## src/rtl/absorb_feeder.sv

```systemverilog
// -----------------------------------------------------------------------------
// absorb_feeder
//   Upstream sequencer for the absorb datapath. Accepts 256-bit AXI-Stream
//   message beats and hands one beat (or a parked carry) per cycle to absorb.
//   Owns the bytes-absorbed register, parks carry-over bytes across a
//   permutation, requests a permutation when the rate block fills, and flags
//   end of message with the final byte count left for the padding stage.
//
// Ports
//   clk_i, rst_ni       clock, async active-low reset
//   rate_i              rate in bits (1344/1088/832/576), stable per message
//   start_i             begin a new message (IDLE only)
//   s_t*_i, s_tready_o  AXI-Stream message input
//   msg_o, keep_o       beat (or carry) presented to absorb
//   absorb_we_o         absorb state commit strobe
//   bytes_absorbed_o    registered block fill count, to absorb
//   next_bytes_i        updated fill count from absorb
//   has_carry_i         absorb overflowed the block with this beat
//   carry_i/keep_i      overflow bytes and their valids from absorb
//   perm_start_o        one-cycle permutation request
//   perm_done_i         permutation complete pulse
//   absorb_done_o       one-cycle pulse, message fully absorbed
// -----------------------------------------------------------------------------
module absorb_feeder (
    input  logic           clk_i,
    input  logic           rst_ni,
    input  logic [10:0]    rate_i,
    input  logic           start_i,
    input  logic [255:0]   s_tdata_i,
    input  logic [31:0]    s_tkeep_i,
    input  logic           s_tlast_i,
    input  logic           s_tvalid_i,
    output logic           s_tready_o,
    output logic [255:0]   msg_o,
    output logic [31:0]    keep_o,
    output logic           absorb_we_o,
    output logic [7:0]     bytes_absorbed_o,
    input  logic [7:0]     next_bytes_i,
    input  logic           has_carry_i,
    input  logic [191:0]   carry_i,
    input  logic [23:0]    carry_keep_i,
    output logic           perm_start_o,
    input  logic           perm_done_i,
    output logic           absorb_done_o
);

    localparam int unsigned DWIDTH            = 256;
    localparam int unsigned KEEP_WIDTH        = 32;
    localparam int unsigned CARRY_WIDTH       = 192;
    localparam int unsigned CARRY_KEEP_WIDTH  = 24;
    localparam int unsigned BYTE_ABSORB_WIDTH = 8;
    localparam int unsigned MSG_PAD_WIDTH     = DWIDTH - CARRY_WIDTH;
    localparam int unsigned KEEP_PAD_WIDTH    = KEEP_WIDTH - CARRY_KEEP_WIDTH;

    typedef enum logic [2:0] {
        ST_IDLE  = 3'd0,
        ST_FEED  = 3'd1,
        ST_PERM  = 3'd2,
        ST_CARRY = 3'd3,
        ST_DONE  = 3'd4
    } state_e;

    state_e                         state_q, state_d;
    logic [BYTE_ABSORB_WIDTH-1:0]   bytes_q, bytes_d;
    logic [CARRY_WIDTH-1:0]         carry_q, carry_d;
    logic [CARRY_KEEP_WIDTH-1:0]    carry_keep_q, carry_keep_d;
    logic                           carry_vld_q, carry_vld_d;
    logic                           last_pend_q, last_pend_d;
    logic                           perm_issued_q;
    logic                           block_full_c;

    // Block is full when absorb reports exactly rate/8 bytes.
    assign block_full_c = (next_bytes_i == BYTE_ABSORB_WIDTH'(rate_i >> 3));

    // State register.
    always_ff @(posedge clk_i or negedge rst_ni) begin
        if (!rst_ni) begin
            state_q <= ST_IDLE;
        end else begin
            state_q <= state_d;
        end
    end

    // Datapath registers: fill count, parked carry, pending-last flag.
    always_ff @(posedge clk_i or negedge rst_ni) begin
        if (!rst_ni) begin
            bytes_q       <= '0;
            carry_q       <= '0;
            carry_keep_q  <= '0;
            carry_vld_q   <= 1'b0;
            last_pend_q   <= 1'b0;
            perm_issued_q <= 1'b0;
        end else begin
            bytes_q       <= bytes_d;
            carry_q       <= carry_d;
            carry_keep_q  <= carry_keep_d;
            carry_vld_q   <= carry_vld_d;
            last_pend_q   <= last_pend_d;
            // High from the second PERM cycle on, so the request is a single pulse.
            perm_issued_q <= (state_q == ST_PERM);
        end
    end

    // Next-state and datapath update.
    always_comb begin
        state_d      = state_q;
        bytes_d      = bytes_q;
        carry_d      = carry_q;
        carry_keep_d = carry_keep_q;
        carry_vld_d  = carry_vld_q;
        last_pend_d  = last_pend_q;

        unique case (state_q)
            ST_IDLE: begin
                if (start_i) begin
                    bytes_d     = '0;
                    last_pend_d = 1'b0;
                    state_d     = ST_FEED;
                end
            end

            ST_FEED: begin
                // s_tready_o is 1 here, so valid alone is the handshake.
                if (s_tvalid_i) begin
                    bytes_d     = next_bytes_i;
                    last_pend_d = s_tlast_i;
                    if (has_carry_i) begin
                        carry_d      = carry_i;
                        carry_keep_d = carry_keep_i;
                        carry_vld_d  = 1'b1;
                        state_d      = ST_PERM;
                    end else if (block_full_c) begin
                        state_d = ST_PERM;
                    end else if (s_tlast_i) begin
                        state_d = ST_DONE;
                    end
                end
            end

            ST_PERM: begin
                if (perm_done_i) begin
                    bytes_d = '0;
                    if (carry_vld_q) begin
                        state_d = ST_CARRY;
                    end else if (last_pend_q) begin
                        state_d = ST_DONE;
                    end else begin
                        state_d = ST_FEED;
                    end
                end
            end

            ST_CARRY: begin
                // At most 24 carry bytes into a fresh block: can never refill it.
                bytes_d     = next_bytes_i;
                carry_vld_d = 1'b0;
                state_d     = last_pend_q ? ST_DONE : ST_FEED;
            end

            ST_DONE: begin
                // Fill count is held for the padding stage until the next start.
                state_d = ST_IDLE;
            end

            default: begin
                state_d = ST_IDLE;
            end
        endcase
    end

    // Output decode.
    always_comb begin
        s_tready_o    = 1'b0;
        msg_o         = '0;
        keep_o        = '0;
        absorb_we_o   = 1'b0;
        perm_start_o  = 1'b0;
        absorb_done_o = 1'b0;

        unique case (state_q)
            ST_FEED: begin
                s_tready_o  = 1'b1;
                msg_o       = s_tdata_i;
                keep_o      = s_tkeep_i;
                absorb_we_o = s_tvalid_i;
            end
            ST_PERM: begin
                perm_start_o = !perm_issued_q;
            end
            ST_CARRY: begin
                msg_o       = {{MSG_PAD_WIDTH{1'b0}}, carry_q};
                keep_o      = {{KEEP_PAD_WIDTH{1'b0}}, carry_keep_q};
                absorb_we_o = 1'b1;
            end
            ST_DONE: begin
                absorb_done_o = 1'b1;
            end
            default: begin
            end
        endcase
    end

    assign bytes_absorbed_o = bytes_q;

endmodule
```

## config.mk

```make
export PLATFORM = sky130hd
export DESIGN_NAME = absorb_feeder
export DESIGN_NICKNAME = d
export VERILOG_FILES = /design/src/rtl/absorb_feeder.sv
export SDC_FILE = /design/constraint.sdc
export NUM_CORES = 1
export LEC_CHECK = 0
export ABC_CLOCK_PERIOD_IN_PS = 2000
export BUFFER_PORTS_ARGS = -buffer_cell sky130_fd_sc_hd__buf_2
export CAP_MARGIN = 20
export CORE_AREA = 2 2 327 329
export CTS_CLUSTER_DIAMETER = 60
export CTS_CLUSTER_SIZE = 20
export DETAILED_ROUTE_END_ITERATION = 6
export DIE_AREA = 0 0 329 331
export GPL_TIMING_DRIVEN = 0
export HOLD_SLACK_MARGIN = 0.12
export MAX_ROUTING_LAYER = met4
export PLACE_DENSITY_LB_ADDON = 0.12
export SKIP_CTS_REPAIR_TIMING = 1
export SLEW_MARGIN = 20
export SYNTH_ARGS = -nofsm -noshare
export SYNTH_HDL_FRONTEND = slang
export SYNTH_SLANG_ARGS = --single-unit
```

## constraint.sdc

```tcl
create_clock -name clk_i -period 2 [get_ports clk_i]
set_clock_uncertainty 0.15 [all_clocks]
set_input_delay 0.2 -clock clk_i [delete_from_list [all_inputs] [get_ports clk_i]]
set_output_delay 0.2 -clock clk_i [all_outputs]
set_load 0.05 [all_outputs]
```

==> results.md <==
- The via count of the first global-routing pass was around 12000.
- Once detailed placement completed, the half-perimeter wirelength came to between 50000 and 60000 µm.
- The number of standard cells after synthesis is about 900.
- Entering global routing, the biggest net connects 84 pins.
- The synthesized design contains 0 enable-type register cells.
- The commonest cells after synthesis are sky130_fd_sc_hd__dfrtp_1, sky130_fd_sc_hd__a22o_1, sky130_fd_sc_hd__mux2_4.
- The startpoint type of the worst setup path is a flip-flop.
- The prevailing post-synth register cell is sky130_fd_sc_hd__dfrtp_1.
- The tool flagged a number of max-cap violations equal to 0.
- The routed wire length is between 60000 and 70000 µm.
- The post-layout worst setup margin is -0.800 ns.
- The first global-routing pass estimated between 80000 and 90000 µm of wire.
- The maximum resistive drop on vdd is a little under 0.9 mV.
- Yosys printed 0 warnings.
- The count of final setup violators is 510.
- The number of DRC violations after detailed routing is 0.
- The total clock sinks is 230.
- The tree is rooted in a sky130_fd_sc_hd__clkbuf_16.
- The final cycle utilization of the critical path is 140%.
- Data on the critical path arrives at its endpoint at roughly 2.5 ns.
- The routed via count divided by cell count is approximately 3.6.
- Summing internal, switching and leakage power gives between 40 and 50 mW.
- Input and output buffers added on the ports amount to 826.
- The clock input transition at the sequential cells of the worst setup and hold paths is approximately 0.05 ns.
- The share of synthesized area occupied by flip-flops and latches is between 40% and 50%.
- The final reports fail on negative hold slack, negative setup slack.
- The first-pass iteration count of the detailed router is 4.
- The top-area cell type share of the netlist area is about half.
- The die area is roughly 0.11 mm².
- Of all nets on the critical path, the largest fanout is 5.
- The global placement routability congestion is between 0.8 and 0.9.
- The post-layout minimum cycle time is 2.80 ns.
- The launch point of the worst path is state_q[1].
- In this run the critical register-to-register path is captured at carry_q[47].
- The die outline width is about 330 µm.
- The class of the tightest hold or removal check is primary input to async pin.
- The flow ran to the end, but the final reports show violations.
- The site row count is roughly 120.
- The required time of the critical path is 1.65 ns.
- The number of buffers inserted during clock tree synthesis is 40.
- The post-route antenna net violation count is 0.
- Of the cells placed in the final design, the portion with a size suffix greater than 1 is around 70%.
- The initial antenna violation count came to 10.
- OpenSTA, run right after detailed placement, puts the worst setup slack at -1.94 ns.
- The initial utilization of the core area, before any placement, comes to 11.4%.
- Setup repair after global routing could not meet its margin everywhere.
- Each instance of the synthesized netlist takes up on average around 13 µm².
- The CTS tree is built.
- Sorting the synthesized cells by area gives the leading types as sky130_fd_sc_hd__dfrtp_1, sky130_fd_sc_hd__mux2_4, sky130_fd_sc_hd__a22o_1.
- The transition time of the tightest slew-check pin is approximately 0.54 ns.
- The class of the most critical setup path is flip-flop to primary output.
- After global routing the overflow that remains totals 0.
- The H-tree was split into 2 levels.
- For this run, the post-layout net count is approximately 2600.
- The number of nets in the synthesized netlist is 1427.
- Measured along the y axis, the die boundary spans roughly 330 µm.
- Measured against its own limit, the worst slew margin works out to between 60 and 70%.
- The setup check on the worst reg-to-reg path leaves a slack of -0.31 ns.
- The post-synthesis instance area is between 0.01 and 0.015 mm².
- On the final layout, the worst hold slack is -0.0353 ns.
- The DRC violation total after the first TritonRoute iteration is 345.
- The average routed wire per standard cell is ~20 µm.
- The standard cell core area is about 0.10 mm².
- For this design the ratio of total power to cell area is 1990 mW/mm².
- The hold violation total from the final report is 13.
- The reg-to-reg critical path startpoint is state_q[1].
- By instance count, the leading cell after synthesis is sky130_fd_sc_hd__dfrtp_1.
- The number of max-slew violations in the final report is 0.
- In this run, synthesis produced a sequential element count of 230.
- 830 I/O pins were placed.
- The number of different library cells in the post-synthesis netlist is 38.
- The via count is ~12000.
- Of all flip-flops after synthesis, the portion carrying an async set or reset was 100%.
- Following the worst setup path forward leads to its endpoint at msg_o[160].
- Measured in cells, the most critical reg-to-reg path has a length of 9.
- The later pin in the worst-skew pair is clocked with a latency of ~0.56 ns.
- The worst setup path is captured at a primary output.
- The area added between synthesis and finish is 102%.
- The clock tree buffer depth is 3.
- For this run, the total global-route usage over all layers was measured as about an eighth.
- Based on the critical path, the design can be clocked at up to approximately 360 MHz.
- The largest total area in the synthesized netlist belongs to sky130_fd_sc_hd__dfrtp_1.
- The total leakage power is between 10 and 15 nW.
## placed cells by master (no fill, tap or decap), types with 3 or more instances in the layout
cell type                         n
sky130_fd_sc_hd__a22o_1           8
sky130_fd_sc_hd__a22o_2         133
sky130_fd_sc_hd__a22o_4          75
sky130_fd_sc_hd__and3_1          72
sky130_fd_sc_hd__buf_12          14
sky130_fd_sc_hd__buf_16           5
sky130_fd_sc_hd__buf_2          697
sky130_fd_sc_hd__buf_4           26
sky130_fd_sc_hd__buf_6          109
sky130_fd_sc_hd__buf_8           33
sky130_fd_sc_hd__bufinv_16        4
sky130_fd_sc_hd__clkbuf_1        15
sky130_fd_sc_hd__clkbuf_16       47
sky130_fd_sc_hd__clkbuf_2         5
sky130_fd_sc_hd__clkbuf_4        36
sky130_fd_sc_hd__clkbuf_8         3
sky130_fd_sc_hd__clkinv_2         4
sky130_fd_sc_hd__clkinv_4         4
sky130_fd_sc_hd__clkinvlp_4       5
sky130_fd_sc_hd__dfrtp_1        229
sky130_fd_sc_hd__diode_2          9
sky130_fd_sc_hd__dlygate4sd3_1  234
sky130_fd_sc_hd__inv_6            5
sky130_fd_sc_hd__mux2_2          87
sky130_fd_sc_hd__mux2_4         129
sky130_fd_sc_hd__nand2_1         17
sky130_fd_sc_hd__o21ai_0         10
sky130_fd_sc_hd__xnor2_1          8
## area by class of cell
| class | count | area [µm²] |
|---|---|---|
| clock buffers | 47 | 1100 |
| fillers | 11400 | 80900 |
| clock inverters | 25 | 295 |
| flip-flops and latches | 230 | 5760 |
| multi-input cells | 570 | 6510 |
| well taps | 1391 | 1740 |
| plain buffers | 91 | 863 |
| repair buffers | 1086 | 7770 |
| inverters | 4 | 27.5 |
| diodes | 9 | 22.5 |
## power by group
group / internal (mW) / switching (mW) / total (mW)
combinational: 12.8 / 18.8 / 31.6
sequential: 7.04 / 1.95 / 8.99
clock: 4.51 / 2.77 / 7.29
total: 24.4 / 23.6 / 47.9
## per-layer routing
metal	routed length [µm]	track usage, %	vias up
met5	0	-	-
met3	4150	3.43	88
met1	26500	12.6	6025
li1	-	-	5716
met2	36500	21.5	472
met4	2010	3.20	0
## flip-flops by register name (all words and copies together), names as in the netlist
name              flops
bytes_absorbed_o      8
carry_q             192
carry_keep_q         24
last_pend_q           1
carry_vld_q           1
state_q               3
perm_issued_q         1
## kinds of logic (layout without fill, tap and decap cells)
family | count (synthesis) | in the layout | synth area share, %
other | 0 | 9 | 0
AOI/OAI and AO/OA | 238 | 238 | 17.0
and+or+nand+nor | 107 | 107 | 5.28
muxes | 217 | 217 | 24.5
xor gates and xnor gates | 8 | 8 | 0.587
buffers and inverters | 97 | 1253 | 4.43
DFF | 230 | 230 | 48.2
## worst min path at each step
stage	from	to	slack, ns	depth (start not counted)
after floorplan	rst_ni	bytes_absorbed_o[0]	-0.25	0
after global placement	carry_i[126]	carry_q[126]	0.28	2
after detailed placement	rst_ni	carry_q[101]	-0.01	1
after CTS	rst_ni	carry_q[98]	-0.66	1
after global routing	rst_ni	carry_q[103]	-0.04	2
final	rst_ni	carry_q[101]	-0.04	2
## stage by stage
stage	instances	area, µm²	TNS [ns]	utilization, %
global route	3450	24100	-316.62	22.9
finish	3453	24100	-233.83	22.9
detailed placement	3118	18600	-389.33	17.7
CTS	3190	20000	-574.88	19.1
floorplan	897	12600	-5.00	-
global placement	3114	18500	-1418.96	17.6
## critical path, cell delays in order (launching register included)
cell	delay [ns]
sky130_fd_sc_hd__dfrtp_1	0.36
sky130_fd_sc_hd__buf_6	0.15
sky130_fd_sc_hd__nor2_4	0.05
sky130_fd_sc_hd__nand2_4	0.12
sky130_fd_sc_hd__clkinv_8	0.09
sky130_fd_sc_hd__buf_12	0.15
sky130_fd_sc_hd__buf_12	0.14
sky130_fd_sc_hd__clkbuf_16	0.18
sky130_fd_sc_hd__buf_16	0.17
sky130_fd_sc_hd__a22o_4	0.28
sky130_fd_sc_hd__buf_8	0.15
Note: power is estimated with default switching activity, not from simulation.
